==> src/rtl/serial_exec_ctrl.sv <==
// rtl/serial_exec_ctrl.sv - sequencing FSM for the bit-serial ALU datapath
module serial_exec_ctrl #(
  parameter int WIDTH     = 8,
  parameter int CNT_W     = $clog2(WIDTH),
  parameter bit WRITEBACK = 1'b1
) (
  input  logic             clk,
  input  logic             rst_n,
  input  logic             start,
  input  logic             inst_valid,
  input  logic [3:0]       opcode,
  input  logic             flush,
  output logic             busy,
  output logic             done,
  output logic             illegal,
  output logic             reg_shift_en,
  output logic             imm_shift_en,
  output logic             acc_shift_en,
  output logic             acc_write_en,
  output logic             reg_write_en,
  output logic [1:0]       alu_op,
  output logic             b_invert,
  output logic             carry_load,
  output logic             carry_init_val,
  output logic             carry_en,
  output logic [CNT_W-1:0] bit_idx
);

  typedef enum logic [2:0] {S_IDLE, S_LOAD, S_EXEC, S_WB, S_DONE} state_e;

  localparam logic [CNT_W-1:0] LAST_IDX = CNT_W'(WIDTH - 1);

  state_e           state_q, state_d;
  logic [3:0]       op_q, op_d;
  logic [CNT_W-1:0] cnt_q, cnt_d;
  logic             illegal_q, illegal_d;

  function automatic logic op_legal(input logic [3:0] op);
    case (op)
      4'b0000, 4'b0001, 4'b0110, 4'b0101, 4'b0100,
      4'b1000, 4'b1001, 4'b1100, 4'b1011, 4'b1010: op_legal = 1'b1;
      default:                                     op_legal = 1'b0;
    endcase
  endfunction

  always_ff @(posedge clk or negedge rst_n) begin
    if (!rst_n) begin
      state_q   <= S_IDLE;
      op_q      <= 4'b0000;
      cnt_q     <= '0;
      illegal_q <= 1'b0;
    end else begin
      state_q   <= state_d;
      op_q      <= op_d;
      cnt_q     <= cnt_d;
      illegal_q <= illegal_d;
    end
  end

  always_comb begin
    state_d   = state_q;
    op_d      = op_q;
    cnt_d     = cnt_q;
    illegal_d = 1'b0;
    if (flush) begin
      state_d = S_IDLE;
      cnt_d   = '0;
    end else begin
      case (state_q)
        S_IDLE: begin
          cnt_d = '0;
          if (start && inst_valid) begin
            op_d = opcode;
            if (op_legal(opcode)) state_d = S_LOAD;
            else                  illegal_d = 1'b1;
          end
        end
        S_LOAD: begin
          cnt_d   = '0;
          state_d = S_EXEC;
        end
        S_EXEC: begin
          if (cnt_q == LAST_IDX) begin
            cnt_d   = '0;
            state_d = S_WB;
          end else begin
            cnt_d = cnt_q + 1'b1;
          end
        end
        S_WB:    state_d = S_DONE;
        S_DONE: begin
          cnt_d   = '0;
          state_d = S_IDLE;
        end
        default: begin
          cnt_d   = '0;
          state_d = S_IDLE;
        end
      endcase
    end
  end

  // Operation class decoded from the latched opcode only, never the live input.
  logic       is_itype, is_rtype, is_sub;
  logic [1:0] op_alu;

  always_comb begin
    is_itype = 1'b0;
    is_rtype = 1'b0;
    op_alu   = 2'b00;
    case (op_q)
      4'b0000, 4'b0001: is_rtype = 1'b1;
      4'b0110: begin is_rtype = 1'b1; op_alu = 2'b01; end
      4'b0101: begin is_rtype = 1'b1; op_alu = 2'b10; end
      4'b0100: begin is_rtype = 1'b1; op_alu = 2'b11; end
      4'b1000, 4'b1001: is_itype = 1'b1;
      4'b1100: begin is_itype = 1'b1; op_alu = 2'b01; end
      4'b1011: begin is_itype = 1'b1; op_alu = 2'b10; end
      4'b1010: begin is_itype = 1'b1; op_alu = 2'b11; end
      default: ;
    endcase
    is_sub = (op_q == 4'b0001) || (op_q == 4'b1001);
  end

  always_comb begin
    busy           = (state_q != S_IDLE);
    done           = (state_q == S_DONE);
    illegal        = illegal_q;
    reg_shift_en   = 1'b0;
    imm_shift_en   = 1'b0;
    acc_shift_en   = 1'b0;
    acc_write_en   = 1'b0;
    reg_write_en   = 1'b0;
    alu_op         = 2'b00;
    b_invert       = 1'b0;
    carry_load     = 1'b0;
    carry_init_val = 1'b0;
    carry_en       = 1'b0;
    bit_idx        = cnt_q;
    case (state_q)
      S_LOAD: begin
        carry_load     = 1'b1;
        carry_init_val = is_sub;
      end
      S_EXEC: begin
        reg_shift_en = is_rtype;
        imm_shift_en = is_itype;
        acc_shift_en = 1'b1;
        acc_write_en = 1'b1;
        alu_op       = op_alu;
        b_invert     = is_sub;
        carry_en     = (op_alu == 2'b00);
      end
      S_WB:    reg_write_en = WRITEBACK;
      default: ;
    endcase
  end

endmodule

==> config.mk <==
export PLATFORM = sky130hd
export DESIGN_NAME = serial_exec_ctrl
export DESIGN_NICKNAME = d
export VERILOG_FILES = /design/src/rtl/serial_exec_ctrl.sv
export SDC_FILE = /design/constraint.sdc
export NUM_CORES = 1
export LEC_CHECK = 0
export CAP_MARGIN = 20
export CORE_MARGIN = 10
export CORE_UTILIZATION = 44
export DETAILED_ROUTE_END_ITERATION = 8
export HOLD_SLACK_MARGIN = 0.05
export PLACE_DENSITY = 0.87
export SLEW_MARGIN = 20
export SYNTH_ARGS = -nofsm -noshare
export SYNTH_HDL_FRONTEND = slang
export SYNTH_SLANG_ARGS = --single-unit
==> constraint.sdc <==
create_clock -name clk -period 3.5 [get_ports clk]
set_clock_uncertainty 0.05 [all_clocks]
set_input_delay 0.525 -clock clk [delete_from_list [all_inputs] [get_ports clk]]
set_output_delay 0.525 -clock clk [all_outputs]
set_load 0.05 [all_outputs]
# Word level (Yosys, flattened, before mapping)
# Memories as Yosys holds them, arrays and structs flattened.
# Index checks and enable logic that the tools add are counted.
# word_totals
regBits,11
rom_bits,16
inputBits,9
output_inout_bits,17
wordCells,65
mem_count,1
# mem_list
memory,words,word_bits,read_ports,rd_clocked_by_memory_dff,write_ports,line_no,rtl
(name not given),16,1,1,0,0,39,case (op)
# op_classes
addsub,1
n_eq_ne,18
n_mux,27
n_bitwise,1
n_reduce_logical,13
# op_table
op,count
equality test 4 bit (second input constant),5
2-to-1 mux 3 bit,6
2-to-1 mux 1 bit,17
equality test 4 x 3 -> 1 bit (second input constant),3
one-hot mux 3 bit (4 select lines),1
OR reduction 5 bit,2
!= test 3 bit (second input constant),3
equality test 3 x 2 -> 1 bit (second input constant),2
equality test 3 bit (second input constant),2
one-hot mux 2 bit (3 select lines),1
one-hot mux 3 bit (2 select lines),1
AND reduction 3 bit,2
OR reduction 2 bit,3
equality test 4 x 1 -> 1 bit (second input constant),1
logical NOT 4 bit,1
adder 3 x 1 -> 3 bit (second input constant),1
equality test 3 x 1 -> 1 bit (second input constant),1
logical NOT 3 bit,1
nonzero test 3 bit,1
logical NOT 2 bit,1
2-to-1 mux 2 bit,1
!= test 2 bit (second input constant),1
logical AND 1 bit,1
logical OR 1 bit,1
inverter 1 bit,1

# Longest topological paths before layout
# Gate-level depths: netlist of run 1.
# logic_depth
word_depth,8
mapped_depth,5
ltp_nobuf,5

# Worst setup path after synthesis of run 1
# Ideal clock, no wire load.
# synth_timing
kind,register to output
start,reg op_q[1]
end,out carry_init_val
arrival_ps,2521
required_ps,2925
setup_slack_ps,404
stages_incl_launch_ff,3
n_path_buf,0
path_cell_list,dfrtp_1 > or3b_2 > nor4b_1
# synth_via
elab_chain_len,3
word_cells_on_any_way,4
classes_between,eq/ne: 2; mux: 1; reduce/logical: 1
# synth_rtl
element,line_no,rtl
"start, declared",34,"logic [3:0] op_q, op_d;"
"start signal, assigned",54,op_q <= op_d;
equality test 4 x 1 -> 1 bit or equality test 4 bit (tied branches),122,is_sub = (op_q == 4'b0001) || (op_q == 4'b1001);
logical OR 1 bit *,122,
2-to-1 mux 1 bit *,140,case (state_q)
"end, declared",24,"output logic carry_init_val,"
# Every way passes the cells marked *; elsewhere a longest branch is shown, timed or not.

# Worst setup path after layout of run 1
# layout_timing
start,reg state_q[1]
end,out imm_shift_en
# layout_via
elab_chain_len,2
# layout_rtl
element,line_no,rtl
"start, declared",33,"state_e state_q, state_d;"
"start signal, assigned",53,state_q <= state_d;
equality test 3 x 2 -> 1 bit,140,
2-to-1 mux 1 bit,140,
"end, declared",17,"output logic imm_shift_en,"
# Every way passes these cells.

==> results of run 1 <==
[sequential cells by signal, summed over array words and instances, names as in the netlist]
signal,flops
illegal,1
bit_idx,3
op_q,4
state_q,3
[power groups by stage]
stage	sequential [mW]	clock [mW]	combinational (mW)
4_1_cts	0.161	0.0916	0.0882
3_3_place_gp	0.162	0	0.0866
5_1_grt	0.165	0.0955	0.0962
3_5_place_dp	0.163	0	0.0879
2_1_floorplan	0.158	0	0.0613
6_report	0.161	0.0890	0.0873
[worst max-delay path: cells and delay by family, from the launching register on]
family	cells	cell delay, ps
buffers and inverters	2	1000
flip-flops	1	540
AND/OR/NAND/NOR	2	720
[final timing paths]
kind,endpoint,slack [ps],depth (start not counted)
worst max-delay path,imm_shift_en,400,4
worst min-delay path,state_q[0],530,1
worst max register to register,op_q[3],1790,3
worst min register to register,state_q[1],560,1
max in group asynchronous,bit_idx[1],2530,1
min in group clk,state_q[1],560,1
[cells by family after synthesis]
kind of cell | Yosys count
simple gates | 30
compound gates | 12
flops | 11
buf+inv | 4
mux | 4
fa+ha+maj | 2
xor+xnor | 1
[cell type report]
class / count / area share (%)
Clock buffer: 3 / 2.449
Multi-Input combinational cell: 49 / 37.41
Clock inverter: 1 / 0.5442
Sequential cell: 11 / 29.93
Inverter: 1 / 0.4082
Timing Repair Buffer: 25 / 27.21
Tap cell: 15 / 2.041
[cell usage in the layout (no fill, tap or decap), types with 2 or more instances in the layout]
cell              n
nor2b_1           3
nor3_1            2
o21ai_0           2
mux2_2            4
nor2_1            6
a211oi_1          2
nor3b_1           2
a22oi_1           2
dfrtp_1          11
clkdlybuf4s50_1  25
a21oi_1           4
and3_1            2
ha_1              2
nand2_1           5
or3b_2            2
clkbuf_4          3
nor4b_1           2
[layer usage]
| metal | share of wire (%) | vias up |
|---|---|---|
| met5 | 0 | - |
| met4 | 1.9 | 0 |
| met3 | 9.2 | 5 |
| met2 | 52 | 16 |
| met1 | 37 | 278 |
| li1 | - | 285 |
==> flow_summary.json, run 1 <==
{
  "routed_wl_um": 1676,
  "fin_util_pct": 68.12,
  "cts.clk_slew.worst_paths_ps": 70,
  "grtUsageTotal_pct": 10.31,
  "fill_cells": 99,
  "synth.mux.area_fraction_pct": 6.936,
  "ir_worst_vdd_v": 0.0002503,
  "synth_xor_area_share_pct": 1.349,
  "fin_nets": 102,
  "syn_inst": 64,
  "cp.required_ps": 2920,
  "synthAdderAreaFrac_pct": 3.854,
  "fin_crit_sh_pct": 88.53,
  "placed_area_um2": 892.1,
  "wl_per_cell_um": 15.96,
  "fin_tns_setup_ps": 0,
  "yosys_warnings": 0,
  "relSlewSlack_pct": 66.12,
  "p_leak_nw": 0.3909,
  "htreeDepth": 1,
  "crit_type": "reg2out",
  "cp-end-kind": "output pin",
  "synthFlopType": "dfrtp_1",
  "startpoint_type": "flop",
  "use_met2_pct": 18.36,
  "finalHoldViolations": 0,
  "diodes": 0,
  "crit_path_top_delay_cell": "clkdlybuf4s50_1",
  "die_y_um": 58.42,
  "synth_edf_count": 0,
  "finalWorstSetupSlack_ps": 401.5,
  "fin_cells": 105,
  "dp_hpwl_um": 1287,
  "fin_area_um2": 919.6,
  "clock_power_share_pct": 26.4,
  "drive_above_1_share_pct": 14.44,
  "die_w_um": 58.42,
  "critPathMaxStageDelay_ps": 800,
  "post_cts_buffers": 0,
  "yosysSeqAreaShare_pct": 42.39,
  "ys_ff_latch": 11,
  "final.min_clock_period_ps": 3099,
  "cts_resized": 0,
  "path_max_fanout": 10,
  "num_rows": 13,
  "critPathLaunch": "state_q[1]",
  "numCtsBuffers": 3,
  "met3_usage_pct": 4.936,
  "grt_max_degree": 12,
  "ctsHoldBuffers": 0,
  "switching_share_pct": 33.69,
  "p_int_mw": 0.2237,
  "seq_area_um2": 275.3,
  "status": "finished, final reports clean",
  "combPwrFrac_pct": 25.9,
  "via_count": 584,
  "dp_cells": 101,
  "switchingPower_mw": 0.1137,
  "cts_tree": "yes",
  "ioPinCount": 26,
  "yosysTopAreaCellShare_pct": 42.39,
  "async_flop_share_pct": 100.0,
  "dr.pass1.iters": 2,
  "synthToLayoutAreaGrowth_pct": 41.62,
  "finalPower_mw": 0.3373,
  "grt.overflow.total": 0,
  "rsz0062_at_grt": "false",
  "worstMarginPinSlew_ps": 506.6,
  "power.share.sequential_pct": 47.7,
  "synth_top_family_by_area": "simple AND/OR/NAND/NOR gates",
  "ant_nets": 0,
  "busiest_layer": "met2",
  "synth_area_leaders": "dfrtp_1, mux2_2, ha_1, nor2_1, a21oi_1",
  "initial_utilization_pct": 48.10,
  "pwr_density_cell_mw_per_mm2": 366.8,
  "routabilityCongestion": 0.8482,
  "cts_root_buf": "clkbuf_4",
  "use_met1_pct": 9.594,
  "syn-cell-area_um2": 649.4,
  "syn_avg_cell_area_um2": 10.15,
  "vias_per_cell": 5.562,
  "antenna_found_initial": 0,
  "arrival_ps": 2520,
  "yosysUniqueCellTypes": 27,
  "drt_iter0_markers": 8,
  "r2r-start": "state_q[0]",
  "port_buffers": 25,
  "multiInputGateArea_um2": 344.1,
  "synth_compound_gate_area_share_pct": 11.95,
  "grt_pass1_vias": 593,
  "clkLatencyLatePin_ps": 280,
  "whs_ps": 528.1,
  "dpl_worst_slack_ps": 718.6,
  "hp-class": "in2async",
  "yosysMostFrequentCell": "dfrtp_1",
  "ys_top_cells_by_count": "dfrtp_1, nor2_1, nand2_1",
  "yosysTopAreaCell": "dfrtp_1",
  "yosys.area_share.simple_pct": 28.90,
  "cts_buffer_depth": 2,
  "clock.fmax_mhz": 322.7,
  "grt_first_pass_wirelength_um": 2753,
  "post-route-drc-count": 0,
  "cp_cell_sequence": "or3b_2 -> inv_1 -> and3_1 -> clkdlybuf4s50_1",
  "cts_sinks": 11,
  "drv_slew": 0,
  "dieArea_mm2": 0.003412,
  "syn_nets": 75,
  "core_mm2": 0.001350,
  "drv_cap": 0,
  "setup_viol": 0
}
Note: power is estimated with default switching activity, not from simulation.
==> run 2: changes to the inputs <==
CAP_MARGIN = 15   (was 20)
==> results of run 2 <==
No change in the layout: final DEF, timing and power equal those of run 1.
==> run 3: changes to the inputs <==
CAP_MARGIN = not set   (was 15)
==> results of run 3 <==
No change in the layout: final DEF, timing and power equal those of run 1.
